### src/rtl/return_addr_stack_pkg.sv
// Frontend configuration and shared types for the return address stack.
package return_addr_stack_pkg;

    // Default number of RAS entries in the frontend configuration.
    localparam int unsigned RAS_DEPTH = 8;

    localparam int unsigned RAS_PTR_W = $clog2(RAS_DEPTH);

    // Top-of-stack pointer; wraps modulo RAS_DEPTH.
    typedef logic [RAS_PTR_W-1:0] ras_ptr_t;

    // Occupancy count, 0..RAS_DEPTH inclusive, hence one extra bit.
    typedef logic [RAS_PTR_W:0] ras_cnt_t;

endpackage

### src/rtl/ras_ptr_unit.sv
// Next-state logic for one RAS pointer pair (top-of-stack and occupancy).
// Used for both the speculative and the committed copy.
module ras_ptr_unit
    import return_addr_stack_pkg::*;
#(
    parameter int unsigned DEPTH = RAS_DEPTH,
    localparam int unsigned PtrW = $clog2(DEPTH)
) (
    input  logic            push_i,
    input  logic            pop_i,
    input  logic [PtrW-1:0] tos_i,
    input  logic [PtrW:0]   cnt_i,
    output logic [PtrW-1:0] tos_nxt_o,
    output logic [PtrW:0]   cnt_nxt_o
);

    logic empty;
    logic full;

    assign empty = (cnt_i == '0);
    assign full  = (cnt_i == (PtrW+1)'(DEPTH));

    // Push advances (saturating count, oldest entry overwritten); pop retreats unless empty.
    // Push+pop on a non-empty stack replaces the top in place, so pointers hold.
    always_comb begin
        tos_nxt_o = tos_i;
        cnt_nxt_o = cnt_i;
        if (push_i && (!pop_i || empty)) begin
            tos_nxt_o = tos_i + PtrW'(1);
            if (!full) begin
                cnt_nxt_o = cnt_i + (PtrW+1)'(1);
            end
        end else if (pop_i && !push_i && !empty) begin
            tos_nxt_o = tos_i - PtrW'(1);
            cnt_nxt_o = cnt_i - (PtrW+1)'(1);
        end
    end

endmodule

### src/rtl/return_addr_stack.sv
// Return address stack: speculative push/pop from fetch, committed pointer copy
// from commit, flush restores the speculative pointers from the committed copy.
module return_addr_stack
    import return_addr_stack_pkg::*;
#(
    parameter int unsigned DEPTH = RAS_DEPTH,
    parameter int unsigned XLEN  = 64
) (
    input  logic            clk_i,
    input  logic            rst_ni,
    input  logic            flush_i,
    input  logic            push_i,
    input  logic [XLEN-1:0] push_addr_i,
    input  logic            pop_i,
    output logic [XLEN-1:0] top_o,
    output logic            top_valid_o,
    input  logic            com_push_i,
    input  logic            com_pop_i
);

    localparam int unsigned PtrW = $clog2(DEPTH);
    localparam bit DepthOk = (DEPTH >= 2) && ((DEPTH & (DEPTH - 1)) == 0);

    // Return addresses are word aligned; the low two bits are not stored.
    logic [XLEN-3:0] mem_q [DEPTH];

    logic [PtrW-1:0] spec_tos_q, spec_tos_nxt;
    logic [PtrW:0]   spec_cnt_q, spec_cnt_nxt;
    logic [PtrW-1:0] com_tos_q, com_tos_nxt;
    logic [PtrW:0]   com_cnt_q, com_cnt_nxt;

    logic            mem_we;
    logic [PtrW-1:0] mem_waddr;
    logic            unused_addr_lsb;

    assign unused_addr_lsb = ^push_addr_i[1:0];

    ras_ptr_unit #(
        .DEPTH (DEPTH)
    ) u_spec_ptr (
        .push_i    (push_i),
        .pop_i     (pop_i),
        .tos_i     (spec_tos_q),
        .cnt_i     (spec_cnt_q),
        .tos_nxt_o (spec_tos_nxt),
        .cnt_nxt_o (spec_cnt_nxt)
    );

    ras_ptr_unit #(
        .DEPTH (DEPTH)
    ) u_com_ptr (
        .push_i    (com_push_i),
        .pop_i     (com_pop_i),
        .tos_i     (com_tos_q),
        .cnt_i     (com_cnt_q),
        .tos_nxt_o (com_tos_nxt),
        .cnt_nxt_o (com_cnt_nxt)
    );

    // Write slot: replace the top on push+pop of a non-empty stack, else the slot above it.
    always_comb begin
        mem_we    = push_i && !flush_i;
        mem_waddr = spec_tos_q + PtrW'(1);
        if (pop_i && (spec_cnt_q != '0)) begin
            mem_waddr = spec_tos_q;
        end
    end

    // Pointer and entry state; flush takes the committed next state, fetch requests dropped.
    always_ff @(posedge clk_i or negedge rst_ni) begin
        if (!rst_ni) begin
            spec_tos_q <= '0;
            spec_cnt_q <= '0;
            com_tos_q  <= '0;
            com_cnt_q  <= '0;
            for (int unsigned i = 0; i < DEPTH; i++) begin
                mem_q[i] <= '0;
            end
        end else begin
            com_tos_q <= com_tos_nxt;
            com_cnt_q <= com_cnt_nxt;
            if (flush_i) begin
                spec_tos_q <= com_tos_nxt;
                spec_cnt_q <= com_cnt_nxt;
            end else begin
                spec_tos_q <= spec_tos_nxt;
                spec_cnt_q <= spec_cnt_nxt;
            end
            if (mem_we) begin
                mem_q[mem_waddr] <= push_addr_i[XLEN-1:2];
            end
        end
    end

    assign top_o       = {mem_q[spec_tos_q], 2'b00};
    assign top_valid_o = (spec_cnt_q != '0);

    a_depth_pow2: assert property (@(posedge clk_i) DepthOk);
    a_spec_cnt_range: assert property (@(posedge clk_i) disable iff (!rst_ni)
        spec_cnt_q <= (PtrW+1)'(DEPTH));
    a_com_cnt_range: assert property (@(posedge clk_i) disable iff (!rst_ni)
        com_cnt_q <= (PtrW+1)'(DEPTH));
    a_top_known: assert property (@(posedge clk_i) disable iff (!rst_ni)
        top_valid_o |-> !$isunknown(top_o));

endmodule
### config.mk
export PLATFORM = sky130hd
export DESIGN_NAME = return_addr_stack
export DESIGN_NICKNAME = d
export VERILOG_FILES = /design/src/rtl/return_addr_stack_pkg.sv /design/src/rtl/ras_ptr_unit.sv /design/src/rtl/return_addr_stack.sv
export SDC_FILE = /design/constraint.sdc
export NUM_CORES = 1
export LEC_CHECK = 0
export ABC_AREA = 1
export CORE_ASPECT_RATIO = 1.1
export CORE_MARGIN = 2
export CORE_UTILIZATION = 52
export CTS_BUF_LIST = sky130_fd_sc_hd__clkbuf_8 sky130_fd_sc_hd__clkbuf_16
export CTS_CLUSTER_SIZE = 25
export DETAILED_ROUTE_END_ITERATION = 10
export PLACE_DENSITY = 0.71
export SETUP_SLACK_MARGIN = 0.2
export SLEW_MARGIN = 25
export SYNTH_ARGS = -nofsm -noshare
export SYNTH_HDL_FRONTEND = slang
export SYNTH_SLANG_ARGS = --single-unit
### constraint.sdc
create_clock -name clk_i -period 3.59 [get_ports clk_i]
set_input_delay 1.077 -clock clk_i [delete_from_list [all_inputs] [get_ports clk_i]]
set_output_delay 1.077 -clock clk_i [all_outputs]
set_load 0.1 [all_outputs]
==> impl_results.html <==
<table>
<tr><th>Metric</th><th>Value</th></tr>
<tr><th colspan="2">Timing</th></tr>
<tr><td>Final number of hold-violating endpoints</td><td>0</td></tr>
<tr><td>Max transition margin</td><td>0.481</td></tr>
<tr><td>Final slew viol count</td><td>0</td></tr>
<tr><td>Sum Neg Setup Slack</td><td>0 ns</td></tr>
<tr><td>Slew at the pin closest to its max-slew limit</td><td>0.779 ns</td></tr>
<tr><td>Achievable frequency</td><td>291 MHz</td></tr>
<tr><td>Setup violation total in the final timing report</td><td>0</td></tr>
<tr><td>Period utilization</td><td>0.957</td></tr>
<tr><td>Minimum period implied by the final worst setup slack</td><td>around 3.4 ns</td></tr>
<tr><td>Setup repair after global routing missed its margin</td><td>yes</td></tr>
<tr><td>Final setup skew</td><td>~0.017 ns</td></tr>
<tr><th colspan="2">Global routing</th></tr>
<tr><td>First-pass GRT wire length</td><td>about 100,000 um</td></tr>
<tr><td>Pin count of the biggest net entering global routing</td><td>87</td></tr>
<tr><td>Grt ovf</td><td>0</td></tr>
<tr><td>Vias in the first global route</td><td>between 15,000 and 20,000</td></tr>
<tr><td>Antenna violations before repair</td><td>0</td></tr>
<tr><td>Total Routing Usage GR</td><td>0.289</td></tr>
<tr><th colspan="2">Detailed routing</th></tr>
<tr><td>Wire length after detailed routing</td><td>66,800 um</td></tr>
<tr><td>DRT antenna net count</td><td>0</td></tr>
<tr><td>Routed vias</td><td>approximately 20,000</td></tr>
<tr><td>Number of violations reported at the end of detailed-routing iteration 0</td><td>1,984</td></tr>
<tr><td>Detailed-router iteration count before antenna repair</td><td>5</td></tr>
<tr><td>Via/cell ratio</td><td>5.82</td></tr>
<tr><td>Number of remaining DRC errors</td><td>0</td></tr>
<tr><td>WL/cell</td><td>between 15 and 20 um</td></tr>
<tr><th colspan="2">Synthesis</th></tr>
<tr><td>Most used standard cell by instance count after synthesis</td><td>sky130_fd_sc_hd__o21ai_0</td></tr>
<tr><td>Post-synth top flop</td><td>sky130_fd_sc_hd__dfrtp_1</td></tr>
<tr><td>Ranking of synthesized cells by instance count</td><td>sky130_fd_sc_hd__o21ai_0 (654), sky130_fd_sc_hd__nand2_1 (552), sky130_fd_sc_hd__dfrtp_1 (510)</td></tr>
<tr><td>Cell type contributing the most total cell area after synthesis</td><td>sky130_fd_sc_hd__dfrtp_1</td></tr>
<tr><td>Area share of the largest cell type after synthesis</td><td>0.559</td></tr>
<tr><td>EDFF count, synth</td><td>0</td></tr>
<tr><td>Sequential share of the synthesized area</td><td>0.559</td></tr>
<tr><td>Area share of fa/ha/maj cells after synthesis</td><td>0.00438</td></tr>
<tr><td>Fraction of registers with async set/reset</td><td>1.00</td></tr>
<tr><td>Combinational family with the most area after synthesis</td><td>compound AO/OA/AOI/OAI gates</td></tr>
<tr><td>Synth Area in XOR/XNOR</td><td>0.00416</td></tr>
<tr><td>Share of cell area taken by muxes after synthesis</td><td>0</td></tr>
<tr><td>Post-synth design cell area</td><td>between 0.02 and 0.025 mm2</td></tr>
<tr><td>Cell types with the largest area share after synthesis</td><td>sky130_fd_sc_hd__dfrtp_1 (56%), sky130_fd_sc_hd__o21ai_0 (14%), sky130_fd_sc_hd__nand2_1 (9.1%)</td></tr>
<tr><td>Post-synthesis simple-gate area fraction</td><td>0.172</td></tr>
<tr><td>Number of different library cells in the post-synthesis netlist</td><td>31</td></tr>
<tr><td>Avg Synthesized Cell Area</td><td>~8.4 um2</td></tr>
<tr><td>Synth Area in Compound Gates</td><td>0.202</td></tr>
<tr><td>Number of instances in the synthesized netlist</td><td>2,729</td></tr>
<tr><td>YS warnings</td><td>0</td></tr>
<tr><td>FF+latch count, synth</td><td>510</td></tr>
<tr><th colspan="2">Critical path</th></tr>
<tr><td>Arrival @ worst endpoint</td><td>roughly 2.4 ns</td></tr>
<tr><td>Worst Setup End Kind</td><td>output pin</td></tr>
<tr><td>Critical-path maximum fanout</td><td>13</td></tr>
<tr><td>Classification of the worst setup path</td><td>reg -&gt; out</td></tr>
<tr><td>Required arrival time at the worst endpoint</td><td>2.51 ns</td></tr>
<tr><td>Nature of the critical path startpoint</td><td>flip-flop</td></tr>
<tr><th colspan="2">Place</th></tr>
<tr><td>Input/output buffers</td><td>131</td></tr>
<tr><td>Estimated wirelength of the detail-placed design</td><td>between 30,000 and 40,000 um</td></tr>
<tr><td>Gpl congestion</td><td>about 0.84</td></tr>
<tr><th colspan="2">Hold path</th></tr>
<tr><td>Class of the tightest hold or removal check</td><td>reg -&gt; reg</td></tr>
<tr><th colspan="2">Flow run</th></tr>
<tr><td>Max-capacitance violation count</td><td>0</td></tr>
<tr><th colspan="2">Clocking</th></tr>
<tr><td>Clock tree buffer depth</td><td>3</td></tr>
<tr><td>Clock Latency Late Sink</td><td>roughly 0.60 ns</td></tr>
<tr><td>Number of clock buffers inserted by TritonCTS</td><td>52</td></tr>
<tr><td>Register clock-pin slew on the reported worst setup and hold paths</td><td>0.06 ns</td></tr>
<tr><td>Hold buffer count at cts</td><td>0</td></tr>
<tr><td>Number of sinks driven by the clock tree</td><td>510</td></tr>
<tr><td>CTS H-tree lvls</td><td>2</td></tr>
<tr><td>Clock tree from TritonCTS</td><td>built</td></tr>
<tr><td>Clock Tree Root</td><td>sky130_fd_sc_hd__clkbuf_16</td></tr>
<tr><th colspan="2">Die</th></tr>
<tr><td>Number of primary I/O pins</td><td>around 140</td></tr>
<tr><td>Core area</td><td>around 0.043 mm2</td></tr>
<tr><td>Number of placement rows</td><td>80</td></tr>
<tr><td>Horiz. Die Dim</td><td>about 200 um</td></tr>
<tr><td>Chip height</td><td>roughly 220 um</td></tr>
<tr><td>Die ar.</td><td>between 0.04 and 0.05 mm2</td></tr>
<tr><td>Initial cell density of the core</td><td>0.527</td></tr>
<tr><th colspan="2">Layout</th></tr>
<tr><td>Area growth from synthesis to layout</td><td>29.0%</td></tr>
<tr><td>Layout net count</td><td>roughly 2,900</td></tr>
<tr><td>Fraction of layout instances using a drive strength above 1</td><td>0.129</td></tr>
<tr><td>Antenna diode count</td><td>0</td></tr>
<tr><th colspan="2">Run status</th></tr>
<tr><td>Result of the run</td><td>completed</td></tr>
</table>
[what timing repair did]
item | CTS | global route
pin swaps | 36 | 41
gates resized for setup | 84 | 96
gates cloned | 21 | 12
endpoints found under the setup margin | 62 | 62
setup buffers | 15 | 2
endpoints found under the hold margin | 0 | 0
[area by class of cell]
type	count	area, um2
repair inverters	5	82.6
clock inverters	23	135
well taps	574	718
multi-input cells	1933	9790
repair buffers	238	4040
inverters	85	384
clock buffers	68	1540
fillers	3346	13900
flip-flops and latches	510	12800
[placed cells by master, fill, tap and decap left out, types with 9 or more instances in the layout]
cell type and instances:
sky130_fd_sc_hd__o21ai_1 177, sky130_fd_sc_hd__clkdlybuf4s50_1 67, sky130_fd_sc_hd__buf_12 100, sky130_fd_sc_hd__buf_16 25, sky130_fd_sc_hd__clkbuf_16 65, sky130_fd_sc_hd__o21ai_2 10
sky130_fd_sc_hd__nor2_1 424, sky130_fd_sc_hd__dfrtp_1 508, sky130_fd_sc_hd__o22ai_1 62, sky130_fd_sc_hd__nand3_1 14, sky130_fd_sc_hd__inv_1 95, sky130_fd_sc_hd__a31oi_4 61
sky130_fd_sc_hd__o21ai_0 567, sky130_fd_sc_hd__nand2_4 9, sky130_fd_sc_hd__nor2_2 25, sky130_fd_sc_hd__buf_4 22, sky130_fd_sc_hd__clkbuf_8 14, sky130_fd_sc_hd__nand2_1 549
[kinds of logic after synthesis]
| logic type | after synthesis |
|---|---|
| DFF | 510 |
| buffers and inverters | 287 |
| adders and majority gates | 8 |
| other | 1 |
| and+or+nand+nor | 1027 |
| xor gates and xnor gates | 10 |
| AOI/OAI and AO/OA | 886 |
[routing by layer]
layer / share of wire / track usage
met5: 0 / 0
met4: 0.024 / 0.0878
met3: 0.071 / 0.0362
met2: 0.48 / 0.477
met1: 0.42 / 0.401
[per-stage QoR]
step | worst slack, ns | std cells | util | hold slack, ns | cell area [um2]
6_report | 0.155 | 3436 | 0.680 | 0.480 | 29500
5_1_grt | 0.0933 | 3436 | 0.680 | 0.502 | 29500
4_1_cts | 0.164 | 3422 | 0.670 | 0.482 | 29000
3_5_place_dp | 0.434 | 3295 | 0.609 | 0.467 | 26400
3_3_place_gp | 0.481 | 3295 | 0.609 | 0.461 | 26400
2_1_floorplan | 0.116 | 2730 | - | 0.448 | 23800
[worst max-delay path, cell delays in order (launching register included)]
cell,delay (ns)
sky130_fd_sc_hd__dfrtp_4,0.50
sky130_fd_sc_hd__buf_12,0.18
sky130_fd_sc_hd__buf_4,0.18
sky130_fd_sc_hd__clkinv_8,0.09
sky130_fd_sc_hd__o21ai_0,0.09
sky130_fd_sc_hd__o22ai_1,0.17
sky130_fd_sc_hd__nor2_1,0.10
sky130_fd_sc_hd__a31oi_4,0.22
sky130_fd_sc_hd__buf_12,0.21
[worst paths after layout]
kind	start	endpoint	slack (ns)	depth (start not counted)
min reg2reg	mem_q[113]$_DFFE_PN0P_	mem_q[113]$_DFFE_PN0P_	0.48	2
max reg2reg	spec_tos_q[1]$_DFFE_PN0P_	mem_q[290]$_DFFE_PN0P_	0.82	12
min	mem_q[113]$_DFFE_PN0P_	mem_q[113]$_DFFE_PN0P_	0.48	2
max in group asynchronous	rst_ni	mem_q[461]$_DFFE_PN0P_	2.18	2
max	spec_tos_q[0]$_DFFE_PN0P_	top_o[48]	0.16	8
min in group asynchronous	rst_ni	mem_q[202]$_DFFE_PN0P_	0.54	1
[state kept, by name (all words and copies together) (netlist names)]
register / cells
mem_q: 496
com_cnt_q: 4
spec_tos_q: 3
spec_cnt_q: 4
com_tos_q: 3
Power is not shown: default switching activity piles up to over one toggle a cycle in this logic, so the estimate is an artifact.
